$ cat config.mk
export PLATFORM = sky130hd
export DESIGN_NAME = bitwise_seq_unit
export DESIGN_NICKNAME = d
export VERILOG_FILES = /design/src/rtl/bitwise_seq_pkg.sv /design/src/rtl/bitwise_seq_unit_core.sv /design/src/rtl/bitwise_seq_unit.sv
export SDC_FILE = /design/constraint.sdc
export NUM_CORES = 1
export LEC_CHECK = 0
export CAP_MARGIN = 20
export CORE_UTILIZATION = 48
export DETAILED_ROUTE_END_ITERATION = 10
export PLACE_DENSITY = 0.76
export SLEW_MARGIN = 20
export SYNTH_ARGS = -nofsm -noshare
export SYNTH_HDL_FRONTEND = slang
export SYNTH_SLANG_ARGS = --single-unit
$ cat constraint.sdc
create_clock -name clk -period 2.7 [get_ports clk]
set_clock_uncertainty 0.2 [all_clocks]
set_input_delay 0.675 -clock clk [delete_from_list [all_inputs] [get_ports clk]]
set_output_delay 0.675 -clock clk [all_outputs]
set_load 0.005 [all_outputs]
$ cat src/rtl/bitwise_seq_pkg.sv
// Shared definitions for the bitwise sequential unit: operation codes and
// the single-bit operation helper used by the combinational core.
package bitwise_seq_pkg;

    localparam int OP_W = 3;

    typedef enum logic [OP_W-1:0] {
        OP_XOR    = 3'd0,
        OP_OR     = 3'd1,
        OP_AND    = 3'd2,
        OP_NOT_A  = 3'd3,
        OP_NAND   = 3'd4,
        OP_NOR    = 3'd5,
        OP_XNOR   = 3'd6,
        OP_PASS_B = 3'd7
    } op_e;

    function automatic logic op_bit(input logic a, input logic b, input op_e op);
        logic z;
        case (op)
            OP_XOR:    z = a ^ b;
            OP_OR:     z = a | b;
            OP_AND:    z = a & b;
            OP_NOT_A:  z = ~a;
            OP_NAND:   z = ~(a & b);
            OP_NOR:    z = ~(a | b);
            OP_XNOR:   z = ~(a ^ b);
            default:   z = b;
        endcase
        return z;
    endfunction

endpackage

$ cat src/rtl/bitwise_seq_unit_core.sv
// Combinational bitwise operation block: every result bit depends only on
// the matching operand bits, so it is built as one slice per bit.
import bitwise_seq_pkg::*;

module bitwise_op_core #(
    parameter int WIDTH = 8
) (
    input  logic [WIDTH-1:0] a,
    input  logic [WIDTH-1:0] b,
    input  op_e              op,
    output logic [WIDTH-1:0] z
);

    genvar gi;
    generate
        for (gi = 0; gi < WIDTH; gi++) begin : g_bit
            assign z[gi] = op_bit(a[gi], b[gi], op);
        end
    endgenerate

endmodule

$ cat src/rtl/bitwise_seq_unit.sv
// Two-stage valid/ready bitwise logic unit with accumulator feedback and
// saturating tracking of result changes.
import bitwise_seq_pkg::*;

module bitwise_seq_unit #(
    parameter int WIDTH = 8,
    parameter int CNT_W = 8
) (
    input  logic             clk,
    input  logic             rst_n,
    input  logic             in_valid,
    output logic             in_ready,
    input  logic [WIDTH-1:0] in_a,
    input  logic [WIDTH-1:0] in_b,
    input  logic [OP_W-1:0]  in_op,
    input  logic             in_acc,
    input  logic             acc_clr,
    output logic             out_valid,
    input  logic             out_ready,
    output logic [WIDTH-1:0] out_z,
    output logic             out_changed,
    output logic [WIDTH-1:0] acc_q,
    output logic [CNT_W-1:0] change_cnt
);

    logic             s1_valid_reg;
    logic [WIDTH-1:0] s1_a_reg;
    logic [WIDTH-1:0] s1_b_reg;
    op_e              s1_op_reg;
    logic             s1_acc_reg;

    logic             out_valid_reg;
    logic             out_changed_reg;
    logic [WIDTH-1:0] out_z_reg;
    logic [WIDTH-1:0] acc_reg;
    logic [WIDTH-1:0] prev_reg;
    logic [CNT_W-1:0] cnt_reg;

    logic             advance;
    logic             accept;
    logic [WIDTH-1:0] op_a;
    logic [WIDTH-1:0] result;

    assign advance  = s1_valid_reg && (!out_valid_reg || out_ready);
    assign in_ready = !s1_valid_reg || advance;
    assign accept   = in_valid && in_ready;

    // acc_reg always holds the result of the transaction just ahead, since
    // results load strictly in order.
    assign op_a = s1_acc_reg ? acc_reg : s1_a_reg;

    bitwise_op_core #(
        .WIDTH (WIDTH)
    ) u_core (
        .a  (op_a),
        .b  (s1_b_reg),
        .op (s1_op_reg),
        .z  (result)
    );

    always_ff @(posedge clk or negedge rst_n) begin
        if (!rst_n) begin
            s1_valid_reg <= 1'b0;
            s1_a_reg     <= '0;
            s1_b_reg     <= '0;
            s1_op_reg    <= OP_XOR;
            s1_acc_reg   <= 1'b0;
        end else if (accept) begin
            s1_valid_reg <= 1'b1;
            s1_a_reg     <= in_a;
            s1_b_reg     <= in_b;
            s1_op_reg    <= op_e'(in_op);
            s1_acc_reg   <= in_acc;
        end else if (advance) begin
            s1_valid_reg <= 1'b0;
        end
    end

    always_ff @(posedge clk or negedge rst_n) begin
        if (!rst_n) begin
            out_valid_reg   <= 1'b0;
            out_changed_reg <= 1'b0;
            out_z_reg       <= '0;
            acc_reg         <= '0;
            prev_reg        <= '0;
            cnt_reg         <= '0;
        end else if (advance) begin
            // A coincident acc_clr is dropped: the fresh result wins.
            out_valid_reg   <= 1'b1;
            out_z_reg       <= result;
            out_changed_reg <= (result != prev_reg);
            prev_reg        <= result;
            acc_reg         <= result;
            if ((result != prev_reg) && (cnt_reg != {CNT_W{1'b1}})) begin
                cnt_reg <= cnt_reg + CNT_W'(1);
            end
        end else begin
            if (out_valid_reg && out_ready) begin
                out_valid_reg <= 1'b0;
            end
            if (acc_clr) begin
                acc_reg <= '0;
            end
        end
    end

    assign out_valid   = out_valid_reg;
    assign out_z       = out_z_reg;
    assign out_changed = out_changed_reg;
    assign acc_q       = acc_reg;
    assign change_cnt  = cnt_reg;

endmodule

[After elaboration in Yosys (flattened, before gate mapping)]
Index checks and enable logic that the tools add are counted.
Storage, ports and cells
  bits in registers: 47
  input port bits: 25
  output and inout port bits: 27
  logic and storage cells: 103
Cells by class
  $add $sub $neg: 1
  eq/ne operators: 8
  muxes and demuxes: 15
  bitwise logic cells: 56
  reduce and logical (&&, ||, !) cells: 13
Operator list (count)
  1-bit one-hot mux with 7 select lines: 8
  1-bit NOT: 32
  8-bit two-way mux: 3
  3-bit == test, second input constant: 3
  8-bit by 1-bit adder with 8-bit output, second input constant: 1
  1-bit bitwise AND: 8
  8-bit != test: 1
  8-bit != test, second input constant: 1
  1-bit OR: 8
  1-bit XOR: 8
  3-bit by 2-bit == test with 1-bit output, second input constant: 2
  2-bit nonzero test: 3
  1-bit logical AND: 4
  1-bit two-way mux: 4
  3-bit by 1-bit == test with 1-bit output, second input constant: 1
  3-bit logical NOT: 1
  1-bit logical NOT: 2
  1-bit logical OR: 2
  2-bit AND reduction: 1

[Logic depth before layout (Yosys ltp)]
Gate-level depths: netlist of run 1.
  depth in word-level cells: 7
  mapped depth: 12
  depth with buffers taken out: 11

[Modules after synthesis]
From an unflattened synthesis of run 1, not the netlist that was laid out.
Unflattened totals
  cell total of the unflattened synthesis: 278
  area total of the unflattened synthesis: 2914.0 um^2
Modules (own cells, without submodules)
  bitwise_seq_unit: times used 1, cells each 163, area each 2040.7 um^2, seq. area each 1176.1 um^2
  bitwise_op_core: times used 1, cells each 115, area each 873.3 um^2, seq. area each 0.0 um^2

[Least setup slack after synthesis of run 1]
Ideal clock, no wire load.
  kind: reg-to-reg
  start point: register s1_acc_reg
  end point: register cnt_reg[1] (netlist: change_cnt[1])
  setup time: 0.127 ns
  arrival time: 2.631 ns
  required time: 2.373 ns
  path slack: -0.258 ns
  cell stages (with the launch flop): 12
  path buffers: 1
  period minus slack after synthesis: 2.958 ns
  path through: dfrtp_1 > buf_6 > mux2i_1 > ha_1 > mux2_1 > o22a_1 > a22oi_1 > nor3_1 > a311oi_2 > nand4_4 > nand2_4 > mux2_1
Between the ends
  longest elaborated chain between the ends: 7
  elaborated cells on any way between the ends: 68
  classes of those cells: eq/ne: 1; mux: 9; bitwise: 56; reduce/logical: 2
Ends and longest elaborated chain
  start, declared: RTL line bitwise_seq_unit.sv:30  | logic s1_acc_reg;
  start signal, assigned: RTL line bitwise_seq_unit.sv:73  | s1_acc_reg <= in_acc;
  8-bit two-way mux *: RTL line bitwise_seq_unit.sv:50  | assign op_a = s1_acc_reg ? acc_reg : s1_a_reg;
  1-bit XOR, or another cell as far along: RTL line bitwise_seq_pkg.sv:21, bitwise_seq_pkg.sv:27
  1-bit NOT (on tied branches): RTL line bitwise_seq_pkg.sv:27, bitwise_seq_pkg.sv:25, bitwise_seq_pkg.sv:26
  1-bit one-hot mux with 7 select lines: RTL line bitwise_seq_pkg.sv:20  | case (op)
  8-bit != test *: RTL line bitwise_seq_unit.sv:94  | if ((result != prev_reg) && (cnt_reg != {CNT_W{1'b1}})) begin
  1-bit logical AND *: RTL line bitwise_seq_unit.sv:94
  2-bit AND reduction (no source line) *
  end signal, assigned: RTL line bitwise_seq_unit.sv:95  | cnt_reg <= cnt_reg + CNT_W'(1);
  end, declared: RTL line bitwise_seq_unit.sv:37  | logic [CNT_W-1:0] cnt_reg;
Every way passes the cells marked *; elsewhere a longest branch is shown, timed or not.
A chain may end at the register's enable or synchronous reset.

[Worst setup path after layout of run 1]
Ends and elaborated chain as after synthesis.

==> results.rst, run 1 <==
.. list-table::
   :header-rows: 1

   * - Metric
     - Value
   * - Share of layout cells above drive strength 1
     - 27.04%
   * - Total routing usage reported by global routing
     - between 20 and 25%
   * - Commonest cells after routing, fill and taps aside
     - 49 x clkdlybuf4s50_1, 47 x dfrtp_1, 45 x buf_4
   * - Clock Latency Late Sink
     - 0.31 ns
   * - Overall power of the completed layout
     - 3.156 mW
   * - Number of buffers inserted during clock tree synthesis
     - 5
   * - DR pass1 iterations
     - 4
   * - Instance count of the mapped netlist
     - 298
   * - Proportion of power drawn by flip-flops and latches
     - 34.6%
   * - Max FO, Critical Path
     - 5
   * - Synth Warn #
     - 0
   * - Number of buffers between clock root and the deepest sink
     - 2
   * - Detailed-placement wirelength estimate
     - about 5500 microns
   * - Width of the chip
     - 81.13 microns
   * - Internal
     - approximately 2 mW
   * - Power Density
     - 760.2 nW/um^2
   * - Commonest non-fill, non-tap cell in the layout
     - clkdlybuf4s50_1
   * - Post-route DRC violation count
     - 0
   * - TritonCTS clock tree
     - yes
   * - CTS HTree Levels
     - 2
   * - Minimum setup slack in the final design
     - -0.4585 ns
   * - Slew margin rel.
     - approximately 64%
   * - Highest-delay cell along the critical path
     - or4bb_1
   * - Routed length per instance
     - 16.35 microns
   * - Xor/xnor share of the synthesized area
     - 2.623%
   * - Post-Synth Simple-Gate Area
     - 19.07%
   * - Cells on worst reg2reg path
     - 11
   * - Filler instances
     - 444
   * - Initial antenna violation count
     - 0
   * - Clock share of power
     - 14.4%
   * - Result of the run
     - complete, but fails checks
   * - Area inside the core boundary
     - 5991 sq um
   * - Kind of start point of the critical path
     - flop
   * - Synthesis-to-layout area growth
     - 38.13%
   * - Setup TNS
     - -3.561 ns
   * - Clock slew seen by the registers of the worst setup and hold paths
     - 0.10 ns
   * - Area of all sequential standard cells
     - between 1000 and 1500 sq um
   * - Unique masters post-synth
     - 56
   * - Category of the critical setup timing path
     - reg -> reg
   * - Peak supply drop
     - 0.5889 mV
   * - Sink Count
     - 47
   * - Pin count of the biggest net entering global routing
     - between 40 and 50
   * - Post-synth EDFFs
     - 0
   * - Setup slack at placement
     - -0.5818 ns
   * - Count of vias placed by the detailed router
     - 2602
   * - Synthesized Nets
     - 340
   * - F_max
     - ~320 MHz
   * - Switching fraction of total power
     - 36.82%
   * - Area occupied by multi-input gates
     - 1794 sq um
   * - CP Cell Sequence
     - buf_12 > mux2i_4 > ha_4 > or4bb_1 > o211ai_1 > a211oi_2 > xnor2_2 > nor4_4 > nand4_4 > nand2_4 > mux2_4
   * - Minimum period implied by the final worst setup slack
     - 3.158 ns
   * - Total Die Area
     - between 6000 and 7000 sq um
   * - Synth Area per Inst
     - just over 10 sq um
   * - Via density per instance
     - 5.572
   * - Final Net Count
     - 433
   * - Row count
     - 28
   * - Worst min path class
     - in -> async
   * - Required time of the critical path
     - 2.70 ns
   * - DRT iter0 DRCs
     - 176
   * - Number of placed I/O pins
     - 52
   * - Proportion of power drawn by combinational gates
     - 50.9%
   * - Count of endpoints failing setup in the final report
     - 9
   * - Switching Power
     - between 1 and 1.5 mW
   * - Violations in the final reports
     - setup timing
   * - Ant. Diodes
     - 0
   * - Complex-gate fraction of the synthesized area
     - 12.95%
   * - Post-synthesis register bit count
     - 47
   * - Least-Margin Pin Slew
     - 0.5398 ns
   * - Input/output buffers
     - 51
   * - Clock tree root driver cell
     - clkbuf_8
   * - Setup crit end kind
     - flop
   * - Largest stage delay on the critical path
     - 0.48 ns
   * - Synthesized-area fraction occupied by adder cells
     - around 7%
   * - Largest family of logic cells by synthesized area
     - simple AND/OR/NAND/NOR gates
   * - Leak Pwr
     - 1.938 nW
   * - Y dimension of the die
     - 81.13 microns
   * - Antenna Nets Post-Route
     - 0
   * - Flip-flop cell with the highest count after synthesis
     - dfrtp_1
   * - Initial core utilization
     - 50.17%
   * - Count of final max-slew check failures
     - 0
   * - Total overflow reported by the global router
     - 0
   * - Wire length of the first global-routing pass
     - 12430 microns
   * - Share of flip-flops with an asynchronous set or reset after synthesis
     - 100.0%
   * - Total detailed-routing wirelength
     - 7635 microns
   * - Final hold violation count
     - 0
   * - Post-synthesis instance area
     - 3005 sq um
   * - Via count of the first global-routing pass
     - about 2600
   * - Max-cap violations
     - 0
   * - Share of the yosys chip area belonging to registers
     - 39.13%
   * - Multiplexer share of the synthesized area
     - 14.36%
   * - Arrival @ worst endpoint
     - about 3.2 ns
   * - Unrepaired setup endpoints after global routing
     - true
   * - Final Wtd Congestion
     - 0.8526
   * - Period utilisation layout
     - 117.0%
worst max-delay path: cells and delay by family, from the launching register on:
family          cells  cell delay [ns]
simple gates        4             1.09
buf+inv             1             0.16
compound gates      2             0.22
flops               1             0.41
xor+xnor            1             0.19
fa+ha+maj           1             0.23
mux                 2             0.55
kinds of logic after synthesis:
logic type | after synthesis
adders and majority gates | 17
and+or+nand+nor | 101
buffers and inverters | 33
AOI/OAI and AO/OA | 51
xor gates and xnor gates | 9
muxes | 40
DFF | 47
per-stage QoR:
| stage | hold WS [ns] | cells | area, sq um | util [%] |
|---|---|---|---|---|
| after floorplan | 0.1794 | 298 | 3009 | - |
| after global placement | 0.2681 | 455 | 3915 | 65.35 |
| after detailed placement | 0.2673 | 455 | 3915 | 65.35 |
| after CTS | 0.1364 | 467 | 4066 | 67.88 |
| after global routing | 0.1476 | 467 | 4151 | 69.30 |
| final | 0.1228 | 467 | 4151 | 69.30 |
layout make-up:
type	count	share of cell area (%)
multi-input cells	218	43.22
repair buffers	101	22.36
clock inverters	3	0.5425
flip-flops and latches	47	28.33
clock buffers	5	1.658
inverters	18	1.627
well taps	75	2.260
cells in the mapped netlist (2+ instances only):
cell       count  area share [%]
a31oi_1        2            0.42
ha_1          17             7.1
and2_1         3            0.62
and3_1         4            0.83
a211oi_2       2            0.83
xnor2_1        7             2.0
mux2_1         3             1.1
or3_1          5             1.0
mux2_2        22             8.2
nand4_1        3            0.62
inv_1         18             2.2
xor2_1         2            0.58
mux2i_1       15             5.0
o31a_1         2            0.58
o21ai_0        7             1.2
dfrtp_1       47              39
a22oi_1        2            0.50
nand3_1        5            0.83
a211oi_1       2            0.50
o32ai_1        2            0.58
o21a_1         5             1.2
o21ai_1        2            0.33
a21o_1         5             1.2
nand3b_1       6             1.5
or2_1          3            0.62
nand2_1       32             4.0
o221ai_1       3            0.87
clkbuf_1       6            0.75
o22a_1         2            0.58
nand2b_1       8             1.7
buf_2          7             1.2
o2bb2ai_1      3            0.87
or4b_1         2            0.67
nor3_1         8             1.3
a21oi_1        3            0.50
or2_2          2            0.42
nor2_1        12             1.5
routing by layer:
layer | vias up | global-route usage, % | wire, microns
li1 | 1252 | - | -
met1 | 1270 | 32.98 | 3402
met2 | 64 | 40.92 | 3725
met3 | 16 | 3.483 | 326
met4 | 0 | 10.18 | 180
met5 | - | 0 | 0
final timing paths:
path	start	to	slack [ns]
max in group asynchronous	rst_n	prev_reg[4]	1.94
worst max register to register	s1_acc_reg	change_cnt[1]	-0.46
worst min-delay path	rst_n	s1_b_reg[3]	0.12
worst min register to register	out_changed	out_changed	0.28
min in group clk	out_changed	out_changed	0.28
worst max-delay path	s1_acc_reg	change_cnt[1]	-0.46
power by group through the flow:
stage / logic (mW) / clock network (mW) / registers, mW
floorplan: 0.818 / 0 / 1.05
global placement: 1.45 / 0 / 1.08
detailed placement: 1.51 / 0 / 1.08
CTS: 1.56 / 0.473 / 1.08
global route: 1.76 / 0.493 / 1.12
finish: 1.61 / 0.455 / 1.09
timing repair:
item,in CTS,in global routing
endpoints found under the setup margin,9,10
hold buffers,0,0
pin swaps,2,8
buffers inserted,4,1
resized for setup,7,15
Note: power is estimated with default switching activity, not from simulation.
==> run 2: changes to the inputs <==
- CORE_UTILIZATION: 48 -> 40
- MAX_ROUTING_LAYER: not set -> met4
- PLACE_DENSITY: 0.76 -> 0.66
- clock period: 2.7 -> 2.6 ns (I/O delays scaled with it)
==> run 2 against run 1 <==
The flow still finishes with violations (setup timing). Global-route usage is 3.4 points lower. Clock power is 20% higher. Hold slack lost 0.022 ns. Design area up 5.4%. Cell count rose by 9.0%. Sequential cell count stayed put. Critical endpoint unchanged.
==> results.rst, run 2 (synthesis gave the netlist of run 1 again) <==
.. list-table::
   :header-rows: 1

   * - Metric
     - Value
   * - Period utilisation layout
     - 118.1%
   * - Power Density
     - 782.0 nW/um^2
   * - Kind of start point of the critical path
     - flop
   * - Final Core Density
     - 60.34%
   * - Count of vias placed by the detailed router
     - between 2000 and 3000
   * - CTS HTree Levels
     - 2
   * - Worst reg-to-reg setup slack
     - -0.47 ns
   * - Worst min path class
     - in -> async
   * - Total detailed-routing wirelength
     - 7762 microns
   * - Terminus of the critical flop-to-flop path
     - change_cnt[1]
   * - Final hold violation count
     - 0
   * - Cell area after placement
     - 4068 sq um
   * - Result of the run
     - complete, but fails checks
   * - Final hold slack
     - 0.1011 ns
   * - Final Wtd Congestion
     - between 0.8 and 0.9
   * - Antenna Nets Post-Route
     - 0
   * - Sink Count
     - 47
   * - Clock slew seen by the registers of the worst setup and hold paths
     - 0.10 ns
   * - Via density per instance
     - just over 5
   * - CP Cell Sequence
     - buf_6 > mux2i_4 > inv_1 > ha_2 > mux2_1 > o22a_1 > a22oi_2 > nor3_2 > a311oi_2 > nand4_4 > nand2_4 > mux2_4
   * - Arrival @ worst endpoint
     - a little over 3 ns
   * - Max FO, Critical Path
     - 6
   * - Cells on worst reg2reg path
     - 12
   * - Clock Latency Late Sink
     - 0.31 ns
   * - Clock tree root driver cell
     - clkbuf_8
   * - Least-Margin Pin Slew
     - ~0.5 ns
   * - Routed length per instance
     - about 15 microns
   * - Via count of the first global-routing pass
     - 2565
   * - Launch instance of the worst register-to-register path
     - s1_acc_reg
   * - Share of layout cells above drive strength 1
     - 31.71%
   * - Width of the chip
     - 88.68 microns
   * - Number of buffers inserted during clock tree synthesis
     - 5
   * - Minimum period implied by the final worst setup slack
     - between 3 and 4 ns
   * - Required time of the critical path
     - 2.60 ns
   * - Count of hold-fix buffers inserted at cts
     - 0
   * - Number of buffers between clock root and the deepest sink
     - 2
   * - Synthesis-to-layout area growth
     - 45.63%
   * - Number of placed I/O pins
     - 52
   * - Y dimension of the die
     - 88.68 microns
   * - Total overflow reported by the global router
     - 0
   * - Ant. Diodes
     - 0
   * - Total Die Area
     - 7864 sq um
   * - Pin count of the biggest net entering global routing
     - 29
   * - Largest stage delay on the critical path
     - 0.41 ns
   * - Commonest non-fill, non-tap cell in the layout
     - buf_4
   * - Area inside the core boundary
     - about 7300 sq um
   * - Total routing usage reported by global routing
     - a little over a fifth
   * - DRT iter0 DRCs
     - 123
   * - TritonCTS clock tree
     - yes
   * - Input/output buffers
     - 51
   * - Unrepaired setup endpoints after global routing
     - true
   * - Slew margin rel.
     - 66.30%
   * - Count of endpoints failing setup in the final report
     - 9
   * - Initial core utilization
     - between 40% and 50%
   * - Final Net Count
     - 452
   * - Initial antenna violation count
     - 0
   * - Detailed-placement wirelength estimate
     - 5706 microns
   * - Highest-delay cell along the critical path
     - dfrtp_1
   * - DR pass1 iterations
     - 4
   * - Worst path top cell family by delay
     - multiplexers
   * - Row count
     - 31
   * - Final instance area
     - 4377 sq um
   * - Setup crit end kind
     - flop
   * - Wire length of the first global-routing pass
     - 12520 microns
   * - Leak Pwr
     - 2.016 nW
   * - Worst path buffer plus inverter count
     - 2
   * - Category of the critical setup timing path
     - reg -> reg
   * - Minimum setup slack in the final design
     - -0.4698 ns
   * - Violations in the final reports
     - setup timing
   * - Post-route DRC violation count
     - 0
   * - Commonest cells after routing, fill and taps aside
     - 62 x buf_4, 49 x clkdlybuf4s50_1, 47 x dfrtp_1
   * - F_max
     - 325.8 MHz
   * - Count of final max-slew check failures
     - 0
   * - Max-cap violations
     - 0
   * - Peak supply drop
     - ~0.53 mV
## run 2: what timing repair did
item	4_1_cts	5_1_grt
buffers inserted	3	2
setup endpoints to repair	9	12
pin swaps	2	6
resized for setup	15	16
## run 2: worst max-delay path by stage
stage / startpoint / end / cells past startpoint
after floorplan: s1_acc_reg / change_cnt[1] / 11
after global placement: s1_acc_reg / change_cnt[1] / 11
after detailed placement: s1_acc_reg / change_cnt[1] / 11
after CTS: s1_acc_reg / change_cnt[1] / 11
after global routing: s1_acc_reg / change_cnt[1] / 11
final: s1_acc_reg / change_cnt[1] / 12
## run 2: area by class of cell
| cell class | instances | area (sq um) |
|---|---|---|
| tap | 99 | 123.9 |
| sequential | 47 | 1176 |
| fill | 620 | 2877 |
| timing repair buffer | 120 | 1070 |
| clock inverter | 2 | 37.54 |
| inverter | 18 | 67.56 |
| multi-input combinational | 218 | 1833 |
| clock buffer | 5 | 68.82 |
## run 2: layer usage
metal | wire (microns) | vias to the layer above | global-route usage, %
met1 | 3699 | 1258 | 28.96
li1 | - | 1285 | -
met5 | 0 | - | -
met4 | 44 | 0 | 4.985
met2 | 3759 | 44 | 34.48
met3 | 258 | 6 | 3.172
## run 2: per-stage QoR
stage,instances,worst slack (ns),TNS (ns),total power [mW]
2_1_floorplan,298,-0.3051,-0.9934,1.939
3_3_place_gp,497,-0.5268,-4.050,2.702
3_5_place_dp,497,-0.5729,-4.350,2.731
4_1_cts,507,-0.4792,-3.716,3.357
5_1_grt,509,-0.5915,-4.886,3.647
6_report,509,-0.4698,-3.656,3.423
## run 2: power breakdown
part	internal [mW]	switching, mW	total [mW]	leakage [nW]
clock	0.282	0.262	0.544	0.0502
combinational	1.03	0.723	1.75	1.40
sequential	0.914	0.216	1.13	0.570
